$ cat src/rtl/uart_pkg.sv
// Shared definitions for the UART transmit arbiter: FSM states, channel
// indices and the default start-handshake timeout.
package uart_pkg;

  typedef enum logic [2:0] {
    ARB_IDLE,
    ARB_POP,
    ARB_WAIT_DATA,
    ARB_START,
    ARB_WAIT_DONE
  } arb_state_t;

  localparam logic CH0 = 1'b0;
  localparam logic CH1 = 1'b1;

  localparam int unsigned START_TO_DEFAULT = 255;

  function automatic logic [1:0] ch_onehot(input logic ch);
    return (ch == CH1) ? 2'b10 : 2'b01;
  endfunction

endpackage

$ cat src/rtl/rr_pick2.sv
// Combinational two-way selector: fixed priority (ch0 first) or round-robin
// against the last-served channel.
module rr_pick2
  import uart_pkg::*;
(
  input  logic empty0,
  input  logic empty1,
  input  logic last,
  input  logic prio_mode,
  output logic winner,
  output logic any
);

  always_comb begin
    any    = !empty0 || !empty1;
    winner = CH0;
    if (prio_mode || last == CH1) begin
      winner = empty0 ? CH1 : CH0;
    end else begin
      winner = empty1 ? CH0 : CH1;
    end
  end

endmodule

$ cat src/rtl/uart_tx_arbiter.sv
// Shares one UART sender between two byte FIFOs: pops one byte from the
// granted FIFO, runs the start/busy/done handshake, then re-arbitrates.
module uart_tx_arbiter
  import uart_pkg::*;
#(
  parameter int unsigned RD_LAT   = 1,
  parameter int unsigned START_TO = START_TO_DEFAULT,
  parameter int unsigned CNT_W    = 8
) (
  input  logic             clk,
  input  logic             rst_n,
  input  logic             en,
  input  logic             prio_mode,
  input  logic             empty0,
  input  logic [7:0]       data0,
  output logic             rd_en0,
  input  logic             empty1,
  input  logic [7:0]       data1,
  output logic             rd_en1,
  output logic [7:0]       tx_data,
  output logic             tx_start,
  input  logic             tx_busy,
  input  logic             tx_done,
  output logic [1:0]       grant,
  output logic             busy,
  output logic [CNT_W-1:0] cnt0,
  output logic [CNT_W-1:0] cnt1,
  output logic             timeout_err
);

  localparam int unsigned LAT_W = $clog2(RD_LAT + 1);
  localparam int unsigned TMR_W = $clog2(START_TO + 1);

  arb_state_t       state, state_nxt;
  logic             owner, owner_nxt;
  logic             last, last_nxt;
  logic [LAT_W-1:0] lat_cnt, lat_cnt_nxt;
  logic [TMR_W-1:0] tmr, tmr_nxt;

  logic             rd_en0_nxt, rd_en1_nxt;
  logic [7:0]       tx_data_nxt;
  logic             tx_start_nxt;
  logic [1:0]       grant_nxt;
  logic             busy_nxt;
  logic [CNT_W-1:0] cnt0_nxt, cnt1_nxt;
  logic             timeout_err_nxt;

  logic             pick_winner;
  logic             pick_any;

  rr_pick2 u_pick (
    .empty0    (empty0),
    .empty1    (empty1),
    .last      (last),
    .prio_mode (prio_mode),
    .winner    (pick_winner),
    .any       (pick_any)
  );

  always_ff @(posedge clk or negedge rst_n) begin
    if (!rst_n) begin
      state       <= ARB_IDLE;
      owner       <= CH0;
      last        <= CH1;
      lat_cnt     <= '0;
      tmr         <= '0;
      rd_en0      <= 1'b0;
      rd_en1      <= 1'b0;
      tx_data     <= '0;
      tx_start    <= 1'b0;
      grant       <= '0;
      busy        <= 1'b0;
      cnt0        <= '0;
      cnt1        <= '0;
      timeout_err <= 1'b0;
    end else begin
      state       <= state_nxt;
      owner       <= owner_nxt;
      last        <= last_nxt;
      lat_cnt     <= lat_cnt_nxt;
      tmr         <= tmr_nxt;
      rd_en0      <= rd_en0_nxt;
      rd_en1      <= rd_en1_nxt;
      tx_data     <= tx_data_nxt;
      tx_start    <= tx_start_nxt;
      grant       <= grant_nxt;
      busy        <= busy_nxt;
      cnt0        <= cnt0_nxt;
      cnt1        <= cnt1_nxt;
      timeout_err <= timeout_err_nxt;
    end
  end

  // Every output is computed one state ahead so it can be registered;
  // rd_en is raised on the IDLE->POP transition and therefore lives in POP only.
  always_comb begin
    state_nxt       = state;
    owner_nxt       = owner;
    last_nxt        = last;
    lat_cnt_nxt     = lat_cnt;
    tmr_nxt         = tmr;
    rd_en0_nxt      = 1'b0;
    rd_en1_nxt      = 1'b0;
    tx_data_nxt     = tx_data;
    tx_start_nxt    = tx_start;
    grant_nxt       = grant;
    cnt0_nxt        = cnt0;
    cnt1_nxt        = cnt1;
    timeout_err_nxt = timeout_err;

    unique case (state)
      ARB_IDLE: begin
        if (en && pick_any) begin
          owner_nxt  = pick_winner;
          grant_nxt  = ch_onehot(pick_winner);
          rd_en0_nxt = (pick_winner == CH0);
          rd_en1_nxt = (pick_winner == CH1);
          state_nxt  = ARB_POP;
        end
      end

      ARB_POP: begin
        lat_cnt_nxt = '0;
        state_nxt   = ARB_WAIT_DATA;
      end

      ARB_WAIT_DATA: begin
        if (lat_cnt == LAT_W'(RD_LAT - 1)) begin
          tx_data_nxt  = (owner == CH1) ? data1 : data0;
          tx_start_nxt = 1'b1;
          tmr_nxt      = '0;
          state_nxt    = ARB_START;
        end else begin
          lat_cnt_nxt = lat_cnt + LAT_W'(1);
        end
      end

      ARB_START, ARB_WAIT_DONE: begin
        if (tx_done) begin
          tx_start_nxt = 1'b0;
          last_nxt     = owner;
          grant_nxt    = '0;
          state_nxt    = ARB_IDLE;
          if (owner == CH1) cnt1_nxt = cnt1 + CNT_W'(1);
          else              cnt0_nxt = cnt0 + CNT_W'(1);
        end else if (state == ARB_START) begin
          if (tx_busy) begin
            tx_start_nxt = 1'b0;
            state_nxt    = ARB_WAIT_DONE;
          end else if (tmr == TMR_W'(START_TO - 1)) begin
            tx_start_nxt    = 1'b0;
            timeout_err_nxt = 1'b1;
            grant_nxt       = '0;
            state_nxt       = ARB_IDLE;
          end else begin
            tmr_nxt = tmr + TMR_W'(1);
          end
        end
      end

      default: begin
        tx_start_nxt = 1'b0;
        grant_nxt    = '0;
        state_nxt    = ARB_IDLE;
      end
    endcase

    busy_nxt = (state_nxt != ARB_IDLE);
  end

endmodule

$ cat config.mk
export PLATFORM = sky130hd
export DESIGN_NAME = uart_tx_arbiter
export DESIGN_NICKNAME = d
export VERILOG_FILES = /design/src/rtl/uart_pkg.sv /design/src/rtl/rr_pick2.sv /design/src/rtl/uart_tx_arbiter.sv
export SDC_FILE = /design/constraint.sdc
export NUM_CORES = 1
export LEC_CHECK = 0
export ABC_AREA = 1
export BUFFER_PORTS_ARGS = -buffer_cell sky130_fd_sc_hd__buf_2
export CAP_MARGIN = 25
export CORE_AREA = 5 5 76 78
export DETAILED_ROUTE_END_ITERATION = 8
export DIE_AREA = 0 0 81 83
export GPL_TIMING_DRIVEN = 0
export PLACE_DENSITY = 0.79
export SKIP_LAST_GASP = 1
export SLEW_MARGIN = 30
export SYNTH_ARGS = -nofsm -noshare
export SYNTH_HDL_FRONTEND = slang
export SYNTH_HIERARCHICAL = 1
export SYNTH_SLANG_ARGS = --single-unit
$ cat constraint.sdc
create_clock -name clk -period 2.2 [get_ports clk]
set_input_delay 0.11 -clock clk [delete_from_list [all_inputs] [get_ports clk]]
set_output_delay 0.11 -clock clk [all_outputs]
set_load 0.03 [all_outputs]
==> results of run 1 <==
[repair_timing]
action	CTS	global route
hold buffers	1	0
setup endpoints to repair	0	0
endpoints found under the hold margin	16	0
[kinds of logic after synthesis]
group	count (synthesis)	synth area share (%)
and+or+nand+nor	200	35.6
DFF	44	45.6
buffers and inverters	41	7.25
AOI/OAI and AO/OA	25	6.68
xor gates and xnor gates	7	2.85
adders and majority gates	4	2.07
[stage by stage]
step	utilization, %	worst slack, ns
5_1_grt	58.5	0.535
3_3_place_gp	55.4	0.696
6_report	58.5	0.671
2_1_floorplan	-	0.809
3_5_place_dp	55.8	0.686
4_1_cts	58.5	0.671
[where the power goes]
group          internal [mW]  switching (mW)
Clock                  0.400           0.264
Sequential              1.09           0.247
Combinational          0.548            1.22
Total                   2.04            1.73
[sequential cells by signal, indices dropped and copies added, names as in the netlist]
signal	count
cnt0	8
cnt1	8
tmr	8
tx_data	8
state	3
grant	2
busy	1
last	1
owner	1
rd_en0	1
rd_en1	1
timeout_err	1
tx_start	1
[worst paths after layout]
kind                                      startpoint                      to  slack [ns]  cells past startpoint
worst max-delay path              tmr[0]$_DFFE_PN0P_          busy$_DFF_PN0_        0.67                      9
worst min-delay path                        data0[2]  tx_data[2]$_DFFE_PN0P_        0.10                      3
worst max register to register    tmr[0]$_DFFE_PN0P_          busy$_DFF_PN0_        0.67                      9
worst min register to register  tx_start$_DFFE_PN0P_    tx_start$_DFFE_PN0P_        0.48                      2
max in group asynchronous                      rst_n        last$_DFFE_PN1P_        1.37                      3
min in group asynchronous                      rst_n     cnt0[4]$_DFFE_PN0P_        0.26                      2
[final cells by class]
cell class | instances | area share (%)
Timing Repair Buffer | 56 | 10.2
Multi-Input combinational cell | 236 | 38.9
Buffer | 6 | 1.49
Clock inverter | 1 | 1.02
Sequential cell | 44 | 37.6
Clock buffer | 7 | 3.29
Inverter | 35 | 4.48
Tap cell | 70 | 2.99
[placed cells by master (no fill, tap or decap), drive strengths merged, types with 2 or more instances in the layout]
| cell | n |
|---|---|
| xnor2 | 2 |
| ha | 4 |
| nand2 | 125 |
| buf | 60 |
| dfrtp | 43 |
| clkbuf | 8 |
| nand4 | 9 |
| xor2 | 5 |
| nor2 | 41 |
| o31ai | 8 |
| nand3b | 2 |
| inv | 34 |
| o21bai | 2 |
| a21oi | 3 |
| o21ai | 11 |
| nand3 | 22 |
[cells in the mapped netlist]
| cell | count | share of area [%] |
|---|---|---|
| nand2_1 | 119 | 18 |
| dfrtp_1 | 43 | 45 |
| nor2_1 | 35 | 5.4 |
| inv_1 | 31 | 4.8 |
| nand3_1 | 22 | 4.6 |
| nand4_1 | 9 | 2.3 |
| o21ai_0 | 8 | 1.7 |
| o31ai_1 | 7 | 2.2 |
| nand2_2 | 5 | 1.3 |
| ha_1 | 4 | 2.1 |
| xor2_1 | 4 | 1.4 |
| buf_4 | 3 | 0.93 |
| inv_2 | 3 | 0.47 |
| nor2_2 | 3 | 0.78 |
| nor2_4 | 3 | 1.4 |
| o21ai_1 | 3 | 0.62 |
| a21oi_1 | 2 | 0.41 |
| nand3b_1 | 2 | 0.62 |
| o21bai_1 | 2 | 0.62 |
| xnor2_1 | 2 | 0.72 |
| a21oi_2 | 1 | 0.36 |
| buf_2 | 1 | 0.21 |
| buf_6 | 1 | 0.47 |
| clkbuf_2 | 1 | 0.21 |
| clkinv_1 | 1 | 0.16 |
| dfstp_2 | 1 | 1.1 |
| nand2_4 | 1 | 0.47 |
| nor3_1 | 1 | 0.21 |
| o21a_1 | 1 | 0.31 |
| o31ai_2 | 1 | 0.52 |
| xor2_2 | 1 | 0.67 |
[worst register-to-register path, delay by kind of cell, from the launching register on]
family / cells / cell delay, ns
adder cells (fa/ha/maj): 1 / 0.15
flip-flops: 1 / 0.42
AO/OA/AOI/OAI: 1 / 0.15
AND/OR/NAND/NOR: 6 / 0.60
buffers and inverters: 1 / 0.11
[per-layer routing]
layer  up-vias  routed length, microns  track usage, %
met3         5                     336            4.76
li1       1141                       -               -
met5         -                       0               0
met4         0                      53            5.38
met1      1023                    2300            21.1
met2        66                    2550            29.2
==> run_results.csv, run 1 <==
group,metric,value,unit
run_status,status,"completed",
sta,hold_viol,0,
critical_path,critPathMaxFanout,4,
clocking,cts_max_level,2,
finish,nets,412,
run,maxCapViolations,0,
synthesis,synth_seq_cells,44,
sta,clock.fmax,654,MHz
critical_path,crit_required,2.38,ns
sta,finalSetupViolations,0,
sta,fin_crit_sh,69.5,%
global_routing,grt_use_total,17.3,%
sta,rsz0062_at_grt,"no",
drt,dr.first_iter.drc_count,118,
synthesis,synth_cell_types,31,
floorplan,die_area,0.00672,sq mm
synthesis,seq_area_frac_synth,45.6,%
clocking,cts_setup_buffers,0,
finish,final_cells,455,
sta,whs,0.101,ns
global_routing,grt_pass1_vias,2234,
sta,relSlewSlack,71.2,%
drt,drc,0,
sta,drv_slew,0,
power,p_per_area,1290,mW/mm^2
placed_design,port_buffers,54,
drt,first_pass_iters,4,
finish,nFillCells,480,
clocking,clk_pin_slew,0.08,ns
synthesis,syn_nets,349,
sta,tns,0,ns
floorplan,die_x,81,microns
drt,post_drt_wl_per_cell,11.5,microns
critical_path,start_kind,"flop",
floorplan,die_h,83,microns
worst_hold_path,hp-class,"in -> reg",
sta,tightestPinTransition,0.432,ns
synthesis,synth_cells,321,
drt,via_per_inst,4.91,
drt,routed_wl,5.24,mm
clocking,insertion_delay,0.30,ns
finish,multi_input_area,0.00114,sq mm
placed_design,dp_cells,446,
synthesis,yosys_warnings,6,
global_routing,antenna_found_initial,0,
clocking,cts_resized,0,
sta,fin_skew,0.00679,ns
synthesis,mappedNetlistArea,0.00242,sq mm
placed_design,place.gp.congestion,0.795,
finish,stdcell_area,0.00293,sq mm
drt,dr_total_vias,2235,
global_routing,grt_max_degree,29,
critical_path,path_cells,"inv_1 -> ha_1 -> nand2_1 -> nor2_1 -> nand2_2 -> nand2_2 -> nand2_2 -> a21oi_2 -> nand2_1",
critical_path,end_kind,"flop",
power,p_leak,1.59,nW
floorplan,io_pins,55,
clocking,cts.path.max_buffers,2,
critical_path,cp_slowest_cell,"dfrtp_1",
critical_path,path_class,"reg -> reg",
placed_design,dp_hpwl,4.08,mm
finish,insertedDiodeCount,0,
clocking,root_buffer,"clkbuf_8",
critical_path,cp_common_cell,"nand2_2",
power,finalPower,3.77,mW
floorplan,core,0.00501,sq mm
finish,final_layout_size_suffix_gt1_share,22.9,%
critical_path,crit_arrival,1.71,ns
floorplan,rows,26,
clocking,cts_sinks,44,
global_routing,grt_pass1_wl,9.35,mm
finish,register_area,0.00110,sq mm
critical_path,critPathTopFamily,"simple AND/OR/NAND/NOR gates",
global_routing,grt_overflow,0,
clocking,cts_tree,"done",
power,vdd_ir_drop_max,0.000736,V
sta,period_minus_slack,1.53,ns
critical_path,path_buf_inv,1,
drt,antenna_left,0,
placed_design,placed_area,0.00280,sq mm
finish,area.growth.synth_to_final,21.3,%
clocking,cts_buffers,5,
synthesis,synth_area_per_cell,7.53,sq um
critical_path,slowest_delay,0.42,ns
floorplan,initial_utilization,48.3,%
Note: power is estimated with default switching activity, not from simulation.
==> inputs of run 2 (changes only) <==
clock period = 1.45 ns   (was 2.2 ns; I/O delays follow)
==> run_results.csv, run 2 (synthesis results as in run 1) <==
group,metric,value,unit
finish,nFillCells,456,
sta,hold_viol,0,
clocking,cts_tree,"done",
finish,insertedDiodeCount,0,
drt,routed_wl,5.68,mm
drt,dr_total_vias,2316,
floorplan,core,0.00501,sq mm
critical_path,end_kind,"flop",
critical_path,path_buf_inv,1,
critical_path,critPathMaxFanout,5,
drt,dr.first_iter.drc_count,131,
finish,final_cells,463,
floorplan,die_h,83,microns
sta,fin_crit_sh,97.3,%
critical_path,crit_arrival,1.58,ns
sta,fin_skew,0.00593,ns
global_routing,grt_pass1_vias,2244,
drt,post_drt_wl_per_cell,12.3,microns
sta,clock.fmax,709,MHz
critical_path,start_kind,"flop",
finish,final_layout_size_suffix_gt1_share,27.5,%
sta,tightestPinTransition,0.397,ns
finish,mostFrequentLayoutCell,"nand2_1",
drt,drc,0,
clocking,insertion_delay,0.29,ns
floorplan,io_pins,55,
critical_path,path_class,"reg -> reg",
placed_design,dp_hpwl,4.08,mm
sta,rsz0062_at_grt,"yes",
sta,period_minus_slack,1.41,ns
run,maxCapViolations,0,
global_routing,antenna_found_initial,0,
global_routing,grt_overflow,0,
finish,post-route-util,61.1,%
finish,stdcell_area,0.00306,sq mm
drt,via_per_inst,5.00,
floorplan,initial_utilization,48.3,%
global_routing,grt_use_total,17.3,%
critical_path,critPathTopFamily,"simple AND/OR/NAND/NOR gates",
drt,antenna_left,0,
critical_path,path_cells,"nor2_4 -> nand2_1 -> nand2_2 -> nand2_4 -> nor2_4 -> buf_4 -> o21ai_0",
clocking,cts_max_level,2,
global_routing,grt_pass1_wl,9.38,mm
sta,whs,0.0645,ns
finish,multi_input_area,0.00120,sq mm
critical_path,slowest_delay,0.45,ns
floorplan,die_x,81,microns
finish,register_area,0.00111,sq mm
sta,setup_ws,0.0391,ns
power,p_leak,1.66,nW
sta,drv_slew,0,
sta,finalSetupViolations,0,
finish,area.growth.synth_to_final,26.6,%
critical_path,cp_slowest_cell,"dfrtp_2",
worst_hold_path,hp-class,"in -> reg",
placed_design,dp_slack,-0.0637,ns
placed_design,placed_area,0.00280,sq mm
clocking,root_buffer,"clkbuf_8",
critical_path,cp_common_cell,"nor2_4",
placed_design,place.gp.congestion,0.795,
placed_design,port_buffers,54,
placed_design,dp_cells,446,
floorplan,rows,26,
power,vdd_ir_drop_max,0.00115,V
drt,first_pass_iters,4,
finish,nets,420,
floorplan,die_area,0.00672,sq mm
critical_path,crit_required,1.62,ns
global_routing,grt_max_degree,29,
clocking,cts.path.max_buffers,2,
clocking,cts_sinks,44,
run_status,status,"completed",
clocking,cts_buffers,5,
sta,relSlewSlack,73.6,%
power,p_per_area,1970,mW/mm^2
clocking,clk_pin_slew,0.08,ns
finish,layout_common_cells,"nand2_1, buf_2, dfrtp_1",
-- run 2: what timing repair did --
action,4_1_cts,5_1_grt
hold buffers,1,0
setup endpoints to repair,13,25
cloned,0,1
pin swaps,1,7
gates resized for setup,4,21
endpoints found under the hold margin,16,0
setup buffers,1,6
-- run 2: area by class of cell --
cell class              instances  area share [%]
multi-input cells             236            39.2
flip-flops and latches         44            36.2
repair buffers                 64            11.8
inverters                      35            4.34
clock buffers                   7            3.15
well taps                      70            2.86
plain buffers                   6            1.55
clock inverters                 1           0.982
-- run 2: final timing paths --
check	cells past startpoint	endpoint	from	slack, ns
setup reg to reg	7	cnt1[6]$_DFFE_PN0P_	state[0]$_DFF_PN0_	0.04
min in group asynchronous	2	cnt0[4]$_DFFE_PN0P_	rst_n	0.23
setup / recovery	7	cnt1[6]$_DFFE_PN0P_	state[0]$_DFF_PN0_	0.04
max in group asynchronous	3	last$_DFFE_PN1P_	rst_n	0.66
hold / removal	3	tx_data[2]$_DFFE_PN0P_	data0[2]	0.06
hold reg to reg	2	tx_data[1]$_DFFE_PN0P_	tx_data[1]$_DFFE_PN0P_	0.48
-- run 2: layer usage --
layer	vias to the layer above	wire [microns]	global-route usage, %
li1	1156	-	-
met4	0	61	5.38
met3	7	352	4.76
met2	72	2890	29.4
met1	1081	2370	21.1
met5	-	0	0
-- run 2: where the power goes --
part	internal [mW]	switching, mW	leakage, nW
logic	0.997	1.98	1.03
clock network	0.608	0.399	0.0645
registers	1.66	0.376	0.563
total	3.27	2.76	1.66
-- run 2: worst register-to-register path: cells and delay by family (launching register included) --
family                 cells  cell delay, ns
AO/OA/AOI/OAI              1            0.09
AND/OR/NAND/NOR            5            0.58
buffers and inverters      1            0.17
flip-flops                 1            0.45
-- run 2: stage by stage --
| stage | TNS [ns] | total power, mW |
|---|---|---|
| after floorplan | 0 | 3.99 |
| after global placement | -0.0640 | 4.68 |
| after detailed placement | -0.165 | 4.78 |
| after CTS | -0.000686 | 5.86 |
| after global routing | -0.286 | 6.47 |
| final | 0 | 6.02 |
